**src/rtl/forward_tracker.sv**
```systemverilog
// Operand-forwarding select and load-use hazard detection for the EX stage.
// Tracks the destination registers of the writers between EX and writeback.
module forward_tracker #(
    parameter  int NUM_SRC    = 2,
    parameter  int DEPTH      = 2,
    parameter  int LOAD_STAGE = 2,
    parameter  int CNT_W      = 16,
    localparam int SEL_W      = $clog2(DEPTH + 1)
) (
    input  logic                     clk_i,
    input  logic                     rst_i,
    input  logic                     hold_i,
    input  logic                     flush_i,
    input  logic                     ex_valid_i,
    input  logic [4:0]               ex_rd_i,
    input  logic                     ex_regwrite_i,
    input  logic                     ex_memread_i,
    input  logic [NUM_SRC*5-1:0]     ex_rs_i,
    output logic [NUM_SRC*SEL_W-1:0] fwd_sel_o,
    output logic                     hazard_o,
    output logic [CNT_W-1:0]         stall_cnt_o
);

    typedef struct packed {
        logic       wr;
        logic [4:0] rd;
        logic       ld;
    } slot_t;

    // Slot 1 is the youngest writer (EX/MEM), slot DEPTH the oldest.
    slot_t              slot_q [1:DEPTH];
    slot_t              ex_entry;
    logic [NUM_SRC-1:0] port_hz;

    assign ex_entry = '{wr: ex_valid_i & ex_regwrite_i,
                        rd: ex_rd_i,
                        ld: ex_valid_i & ex_memread_i};

    // NOTE: every output of this block is defaulted before the search loop so no latch is inferred.
    always_comb begin
        fwd_sel_o = '0;
        port_hz   = '0;
        for (int p = 0; p < NUM_SRC; p++) begin
            // Scan oldest to youngest so the youngest matching slot is written last and wins.
            for (int k = DEPTH; k >= 1; k--) begin
                if (slot_q[k].wr && (slot_q[k].rd != 5'd0) &&
                    (slot_q[k].rd == ex_rs_i[5*p +: 5])) begin
                    fwd_sel_o[SEL_W*p +: SEL_W] = SEL_W'(k);
                    port_hz[p]                  = slot_q[k].ld && (k < LOAD_STAGE);
                end
            end
        end
    end

    assign hazard_o = (|port_hz) & ~hold_i;

    // NOTE: state updates use non-blocking assignments so the slot shift reads pre-edge values.
    always_ff @(posedge clk_i) begin
        if (rst_i) begin
            // NOTE: the slots are a handful of flops, not a RAM, so clearing all of them is cheap and required.
            for (int k = 1; k <= DEPTH; k++) begin
                slot_q[k] <= '0;
            end
            stall_cnt_o <= '0;
        end else if (!hold_i) begin
            for (int k = DEPTH; k >= 2; k--) begin
                slot_q[k] <= slot_q[k-1];
            end
            slot_q[1] <= (hazard_o || flush_i) ? slot_t'('0) : ex_entry;
            if (hazard_o && (stall_cnt_o != {CNT_W{1'b1}})) begin
                stall_cnt_o <= stall_cnt_o + 1'b1;
            end
        end
    end

endmodule

```
**config.mk**
```make
export PLATFORM = sky130hd
export DESIGN_NAME = forward_tracker
export DESIGN_NICKNAME = d
export VERILOG_FILES = /design/src/rtl/forward_tracker.sv
export SDC_FILE = /design/constraint.sdc
export NUM_CORES = 1
export LEC_CHECK = 0
export ABC_CLOCK_PERIOD_IN_PS = 2870
export CAP_MARGIN = 0
export CORE_AREA = 5 5 63 65
export DETAILED_ROUTE_END_ITERATION = 8
export DIE_AREA = 0 0 68 70
export DONT_BUFFER_PORTS = 1
export PLACE_DENSITY_LB_ADDON = 0.1
export SLEW_MARGIN = 40
export SYNTH_ARGS = -nofsm -noshare
export SYNTH_HDL_FRONTEND = slang
export SYNTH_SLANG_ARGS = --single-unit
```
**constraint.sdc**
```tcl
create_clock -name clk_i -period 2.87 [get_ports clk_i]
set_input_delay 0.287 -clock clk_i [delete_from_list [all_inputs] [get_ports clk_i]]
set_output_delay 0.287 -clock clk_i [all_outputs]
set_load 0.05 [all_outputs]
```
Word level (Yosys, flattened, before mapping)

Memories as Yosys holds them, arrays and structs flattened.
Cells that the tools add are included.

Register bits: 16
RAM bits: 14
Input port bits: 22
Output and inout bits: 21
Logic and storage cells: 40
Memories: 1

Memories:

| name   | depth | width | rd ports | clocked after memory_dff | wr ports | line | text |
|---|---|---|---|---|---|---|---|
| slot_q | 2     | 7     | 2        | 0                        | 2        | 31   | `slot_t slot_q [1:DEPTH];` |

$add $sub $neg: 1
Equal/unequal tests: 5
Mux-type cells: 14
Bitwise operators: 6
Reductions and logical operators: 12

Operator list:

| operator              | count |
|---|---|
| $mux 7                | 3 |
| $eq 5x5->1            | 4 |
| $add 16x1->16 const B | 1 |
| $ne 16x16->1 const B  | 1 |
| $reduce_bool 5->1     | 2 |
| $mux 2                | 4 |
| $logic_and 1x1->1     | 7 |
| $mux 1                | 7 |
| $and 1x1->1           | 3 |
| $or 1x1->1            | 2 |
| $reduce_and 2->1      | 1 |
| $reduce_or 2->1       | 1 |
| $logic_or 1x1->1      | 1 |
| $not 1->1             | 1 |

Longest topological paths before layout

Gate-level depths: netlist of the first run.

Word-level depth: 9
Mapped depth: 8

Worst setup path after synthesis of the first run

Ideal clock, no wire load.

Path kind: flip-flop to output port
From: memory slot_q[1][1] in the netlist's numbering
To: output fwd_sel_o[3]
Data arrival time: 3,147 ps
Slack: -564 ps
Cell stages (with the launch flop): 5
Buffers on the path: 0
Path through: edfxtp_1 -> xnor2_1 -> nand3_1 -> nor4_1 -> nor4_1

RTL lines:

| element            | line | text |
|---|---|---|
| start: declaration | 31   |  |
| end: declaration   | 19   | `output logic [NUM_SRC*SEL_W-1:0] fwd_sel_o,` |

==> metrics.md, run 1 <==
| Metric | Value |
|---|---|
| Synth Instances | `164` |
| DR iter-0 viols | `51` |
| Most used flip-flop cell after synthesis | `dfxtp_1` |
| Post-layout util | `56.00%` |
| Power Total | `0.0007795 W` |
| Leak | `0.6982 nW` |
| RePlAce Congestion | `0.7899` |
| Post_cts resized | `0` |
| Leading cell types in the layout, fill and taps excluded | `17 x xor2_1, 16 x dfxtp_1, 13 x edfxtp_1` |
| Largest family of logic cells by synthesized area | `simple AND/OR/NAND/NOR gates` |
| # IOs | `43` |
| H-tree levels | `2` |
| Int Pwr | `0.0005881 W` |
| Vias/cell | `5.618` |
| Post-Synth Simple-Gate Area | `31.09%` |
| Port bufs | `0` |
| Max clock buf depth | `2` |
| DR vias | `1264` |
| CORE AREA | `3284 um^2` |
| Total CTS buffers | `5` |
| Antenna violations before repair | `0` |
| WP data arrival | `2.34 ns` |
| TritonCTS clock tree | `built` |
| Worst VDD drop | `0.0002963 V` |
| CTS clock-pin slew for the worst setup and hold paths | `0.09 ns` |
| RSZ-0062 raised after global routing | `false` |
| Die width | `68 um` |
| MaxCap Viol Count | `0` |
| Post-DP HPWL | `2632 um` |
| XOR/XNOR share of the synthesized area | `12.83%` |
| Area grow syn2layout | `12.30%` |
| Startpoint types | `register` |
| Slew Viols, Final | `0` |
| Setup tns final | `0 ns` |
| Final WL | `3370 um` |
| DR pass1 iterations | `4` |
| Slew @ Worst Pin | `0.6798 ns` |
| Post-Syn Nets | `187` |
| Antenna Cells | `0` |
| Largest net degree at the start of global routing | `26` |
| Initial Util | `49.87%` |
| Drt drc | `0` |
| Crit end category | `output pin` |
| Min cycle time layout | `2.623 ns` |
| Synth Area in Adders | `0.7639%` |
| FMAX | `381.3 MHz` |
| Async set or reset register ratio after synthesis | `0%` |
| Relative slew slack | `54.62%` |
| Die area | `4760 um^2` |
| Avg WL per Cell | `14.98 um` |
| Post-synth EDFFs | `13` |
| Clk_lat worst skew | `0.32 ns` |
| Status | `completed` |
| First-pass GRT wire length | `5678 um` |
| Clk sinks | `29` |
| CTS root buf | `clkbuf_4` |
| Crit path max fanout | `4` |
| Vias in the first global route | `1208` |
| Pwr/cell area | `423.8 nW/um^2` |
| Synth top area share | `23.83%` |
| Clk pwr share | `33.0%` |
| Post-route ant nets | `0` |
| Final nets | `201` |
| Cell variety after synth | `37` |
| Final setup skew | `0.008734 ns` |
| Endpoints failing setup | `0` |
| Final worst path period share | `91.39%` |
| Synth Warn # | `0` |
| Mux cell area share after synthesis | `2.215%` |
| Grt ovf | `0` |
| Critical Path RT | `2.58 ns` |
| Die Y-Extent | `70 um` |
| Post-synthesis sequential area ratio | `43.39%` |
| Top cells by area, synth | `edfxtp_1 24%, dfxtp_1 20%, xor2_1 9.1%` |
| Flop and latch count out of synthesis | `29` |
| Reg power frac | `58.8%` |
| Power share of the combinational group | `8.2%` |
| Syn Area/Cell | `9.987 um^2` |
| Final Hold Viols | `0` |
| Overall Global Routing Usage | `15.53%` |
| Compound-cell area share of the yosys netlist | `7.869%` |
| Mapped Area | `1638 um^2` |
| Area leader, netlist | `edfxtp_1` |
| Row cnt | `21` |
| Net Sw Frac | `24.55%` |
| Switching Power | `0.0001914 W` |
| Kind of critical path | `reg2out` |
| Hold Path Class | `in2reg` |
| Ratio of cells with drive above 1 in the final layout | `16.76%` |
| Most common cell after layout, fill and taps aside | `xor2_1` |
-- power by group through the flow --
stage	Clock [W]	Combinational (W)	Sequential, W
final	0.000257	0.0000637	0.000459
after global routing	0.000288	0.0000709	0.000461
after CTS	0.000266	0.0000622	0.000459
after detailed placement	0	0.0000620	0.000468
after global placement	0	0.0000602	0.000468
after floorplan	0	0.0000569	0.000464
-- synth_stat cells, types with 2 or more instances --
cell type	count
inv_1	3
nand4_1	6
or4_1	9
nor3_4	2
clkbuf_1	2
xor2_1	17
and2_1	11
or3_1	3
and4_1	2
a21oi_1	4
nor2b_1	8
xnor2_1	7
dfxtp_1	16
nand3_1	5
nor2_1	9
nor4_1	5
and3_1	2
o21ai_2	2
edfxtp_1	13
nand2_1	9
o2111ai_1	2
and3b_1	2
o21ai_0	11
-- per-layer routing --
layer	track usage (%)	part of all wire [%]	routed length (um)	vias to the layer above
li1	-	-	-	633
met3	6.731	7.9	267	6
met5	0	0	0	-
met4	7.064	1.3	43	0
met1	20.75	46	1535	588
met2	21.31	45	1523	37
-- through the flow --
stage	hold WS (ns)	cells	setup WS (ns)	instance area (um^2)
final	0.03094	225	0.2472	1839
after global routing	0.004321	225	0.05533	1839
after CTS	0.006155	224	0.2170	1829
after detailed placement	0.3615	216	0.5811	1769
after global placement	0.3600	216	0.6324	1769
after floorplan	0.4584	164	0.07798	1663
-- cell type report --
cell class	count	area, um^2
Tap cell	46	57.56
Sequential cell	29	710.7
Clock buffer	6	51.30
Timing Repair Buffer	10	77.57
Inverter	3	11.26
Fill cell	314	1445
Clock inverter	2	8.758
Multi-Input combinational cell	129	922.1
-- critical path, cell delays in order (launching register included) --
cell      delay [ns]
edfxtp_1        0.49
or4_4           0.56
o21ai_0         0.35
nor4_2          0.12
nor4_2          0.27
buf_4           0.23
-- sequential cells by signal, indices dropped and copies added (netlist names) --
signal and flops:
stall_cnt_o 16, slot_q 13
-- timing repair --
action                    CTS  global route
hold buffers                0             1
setup buffers               0             0
hold endpoints to repair    0             5
-- logic make-up after synthesis --
| kind of cell | count (synthesis) |
|---|---|
| simple gates | 80 |
| flops | 29 |
| xor+xnor | 24 |
| compound gates | 21 |
| buf+inv | 6 |
| mux | 3 |
| fa+ha+maj | 1 |
-- worst paths after layout --
kind | slack (ns) | endpoint | cells past startpoint | start
setup / recovery | 0.25 | fwd_sel_o[3] | 5 | slot_q[1][3]$_SDFFCE_PP0P_
hold reg to reg | 0.60 | slot_q[2][6]$_SDFFCE_PN0P_ | 1 | slot_q[1][6]$_SDFFCE_PP0P_
setup reg to reg | 0.58 | stall_cnt_o[12]$_SDFFE_PP0P_ | 6 | stall_cnt_o[2]$_SDFFE_PP0P_
hold / removal | 0.03 | stall_cnt_o[7]$_SDFFE_PP0P_ | 1 | rst_i
(Power assumes the default switching activity.)
==> run 2: changes to the inputs <==
--- a/config.mk
+++ b/config.mk
@@ -7,9 +7,11 @@
 export LEC_CHECK = 0
 export ABC_CLOCK_PERIOD_IN_PS = 2870
 export CAP_MARGIN = 0
-export CORE_AREA = 5 5 63 65
+export CELL_PAD_IN_SITES_DETAIL_PLACEMENT = 1
+export CELL_PAD_IN_SITES_GLOBAL_PLACEMENT = 2
+export CORE_AREA = 5 5 70 88
 export DETAILED_ROUTE_END_ITERATION = 8
-export DIE_AREA = 0 0 68 70
+export DIE_AREA = 0 0 75 93
 export DONT_BUFFER_PORTS = 1
 export PLACE_DENSITY_LB_ADDON = 0.1
 export SLEW_MARGIN = 40
==> run 2 against run 1 <==
Net effect:
- count of clock-buffer cells in the layout rose by 2
- non-clock buffer count rose by 1
- critical path depth did not move
- sequential power barely moved
- sequential share of layout area fell by 1.2 points
- cell area rose by 3.1%
- flip-flop and latch count did not move
- maximum frequency rose by 3.3%
- clock skew fell by 0.0024 ns
- worst hold slack improved by 0.046 ns
- critical endpoint unchanged
- largest cell class unchanged
==> metrics.md, run 2 (synthesis gave the netlist of run 1 again) <==
| Metric | Value |
|---|---|
| Status | `completed` |
| Largest reg by FF count | `stall_cnt_o` |
| FF+latch area | `710.7 um^2 (unchanged)` |
| Overall Global Routing Usage | `12.49% (-3.0 points)` |
| FMAX | `393.8 MHz (+3.3%)` |
| Row cnt | `30 (+43%)` |
| # IOs | `43 (unchanged)` |
| MaxCap Viol Count | `0 (unchanged)` |
| Final hold slack | `0.07648 ns (+0.04554 ns)` |
| Initial Util | `30.95% (-19 points)` |
| Port bufs | `0 (unchanged)` |
| Grt ovf | `0 (unchanged)` |
| Area grow syn2layout | `15.81%` |
| WP data arrival | `2.25 ns (-0.09 ns)` |
| DR iter-0 viols | `39 (-24%)` |
| Pwr/cell area | `457.3 nW/um^2 (+7.9%)` |
| Min-Delay Path Depth | `1 (unchanged)` |
| Antenna Cells | `0 (unchanged)` |
| Startpoint types | `register` |
| Final setup skew | `0.006307 ns (-0.002427 ns)` |
| CORE AREA | `5293 um^2 (+61%)` |
| Relative slew slack | `54.16% (-0.46 points)` |
| Clk sinks | `29 (unchanged)` |
| Endpoints failing setup | `0 (unchanged)` |
| CTS clock-pin slew for the worst setup and hold paths | `0.06 ns (-0.03 ns)` |
| Most common cell after layout, fill and taps aside | `xor2_1` |
| Reg2Reg Depth | `6 (unchanged)` |
| Post-DP HPWL | `3307 um (+26%)` |
| Min cycle time layout | `2.540 ns (-0.08309 ns)` |
| Critical Path RT | `2.58 ns (about the same)` |
| Final Hold Viols | `0 (unchanged)` |
| Biggest regs | `stall_cnt_o: 16 flops, slot_q: 13 flops` |
| Max FFs per register | `16 (unchanged)` |
| Slew Viols, Final | `0 (unchanged)` |
| Die area | `6975 um^2 (+47%)` |
| Final WL | `4157 um (+23%)` |
| Setup Buffers After CTS | `0 (unchanged)` |
| Setup tns final | `0 ns (unchanged)` |
| Slew @ Worst Pin | `0.6867 ns (+0.006895 ns)` |
| Hold Path Class | `in2reg` |
| Ratio of cells with drive above 1 in the final layout | `17.22% (+0.46 points)` |
| DR pass1 iterations | `4 (unchanged)` |
| Die Y-Extent | `93 um (+33%)` |
| Largest net degree at the start of global routing | `26 (unchanged)` |
| First-pass GRT wire length | `6555 um (+15%)` |
| Vias in the first global route | `1342 (+11%)` |
| Total CTS buffers | `5 (unchanged)` |
| Final nets | `202 (+0.50%)` |
| DR vias | `1299 (+2.8%)` |
| Kind of critical path | `reg2out` |
| RSZ-0062 raised after global routing | `false` |
| Leading cell types in the layout, fill and taps excluded | `17 x xor2_1, 16 x dfxtp_1, 13 x edfxtp_1` |
| Post-route ant nets | `0 (unchanged)` |
| Worst VDD drop | `0.0001962 V (-34%)` |
| Leak | `0.7148 nW (+2.4%)` |
| Multi-input combinational cell area | `922.1 um^2 (unchanged)` |
| Drt drc | `0 (unchanged)` |
| Crit path max fanout | `4 (unchanged)` |
| Hold buffers post-CTS | `0 (unchanged)` |
| CTS root buf | `clkbuf_8` |
| Max clock buf depth | `2 (unchanged)` |
| TritonCTS clock tree | `built` |
| Filler cells | `610 (+94%)` |
| RePlAce Congestion | `0.7519 (-4.8%)` |
| Avg WL per Cell | `17.04 um (+14%)` |
| H-tree levels | `2 (unchanged)` |
| Crit end category | `output pin` |
| Die width | `75 um (+10%)` |
| Vias/cell | `5.324 (-5.2%)` |
| Antenna violations before repair | `0 (unchanged)` |
| Final worst path period share | `88.49% (-2.9 points)` |
| Post_cts resized | `0 (unchanged)` |
| Clk_lat worst skew | `0.28 ns (-0.04 ns)` |
run 2: cell count changes in the layout (fill, tap and decap cells not counted), sizes merged:
cell and delta:
buf +2, clkbuf +2, clkinv -2, dlygate4sd3 -1
run 2: layout make-up:
class                      instances  share of cell area, %
clock buffer                       8                  4.749
inverter                           3                 0.5937
multi-input combinational        129                  48.61
sequential                        29                  37.47
tap                               64                  4.222
timing repair buffer              11                  4.354
run 2: per-stage QoR:
stage / std cells / instance area [um^2] / util (%) / setup WS (ns) / power (W)
CTS: 244 / 1897 / 35.84 / 0.3020 / 0.0008814
global placement: 236 / 1807 / 34.14 / 0.6616 / 0.0005291
global route: 244 / 1897 / 35.84 / 0.2050 / 0.0009064
detailed placement: 236 / 1807 / 34.14 / 0.6110 / 0.0005332
finish: 244 / 1897 / 35.84 / 0.3303 / 0.0008674
floorplan: 164 / 1663 / - / 0.07798 / 0.0005208
run 2: layer usage:
layer | up-vias | global-route usage (%) | routed length, um
met5 | - | 0 | 0
met4 | 0 | 4.451 | 62
met3 | 6 | 4.624 | 290
met2 | 32 | 19.48 | 1987
met1 | 627 | 15.55 | 1817
li1 | 634 | - | -
run 2: path summary, 6_finish.rpt:
kind / start / endpoint / slack (ns)
max: slot_q[1][2]$_SDFFCE_PP0P_ / fwd_sel_o[3] / 0.33
max reg2reg: stall_cnt_o[8]$_SDFFE_PP0P_ / stall_cnt_o[10]$_SDFFE_PP0P_ / 0.68
min: rst_i / stall_cnt_o[2]$_SDFFE_PP0P_ / 0.08
min reg2reg: stall_cnt_o[2]$_SDFFE_PP0P_ / stall_cnt_o[2]$_SDFFE_PP0P_ / 0.54
run 2: report_power, final:
group | total, W | internal (W) | switching, W
registers | 0.000458 | 0.000445 | 0.0000128
clock network | 0.000345 | 0.000195 | 0.000150
logic | 0.0000645 | 0.0000276 | 0.0000369
total | 0.000867 | 0.000668 | 0.000200
run 2: critical path: stages (launching register included):
cell and delay [ns]:
edfxtp_1 0.45, or4_4 0.57, o21ai_0 0.32, nor4_2 0.12
nor4_2 0.28, buf_4 0.24
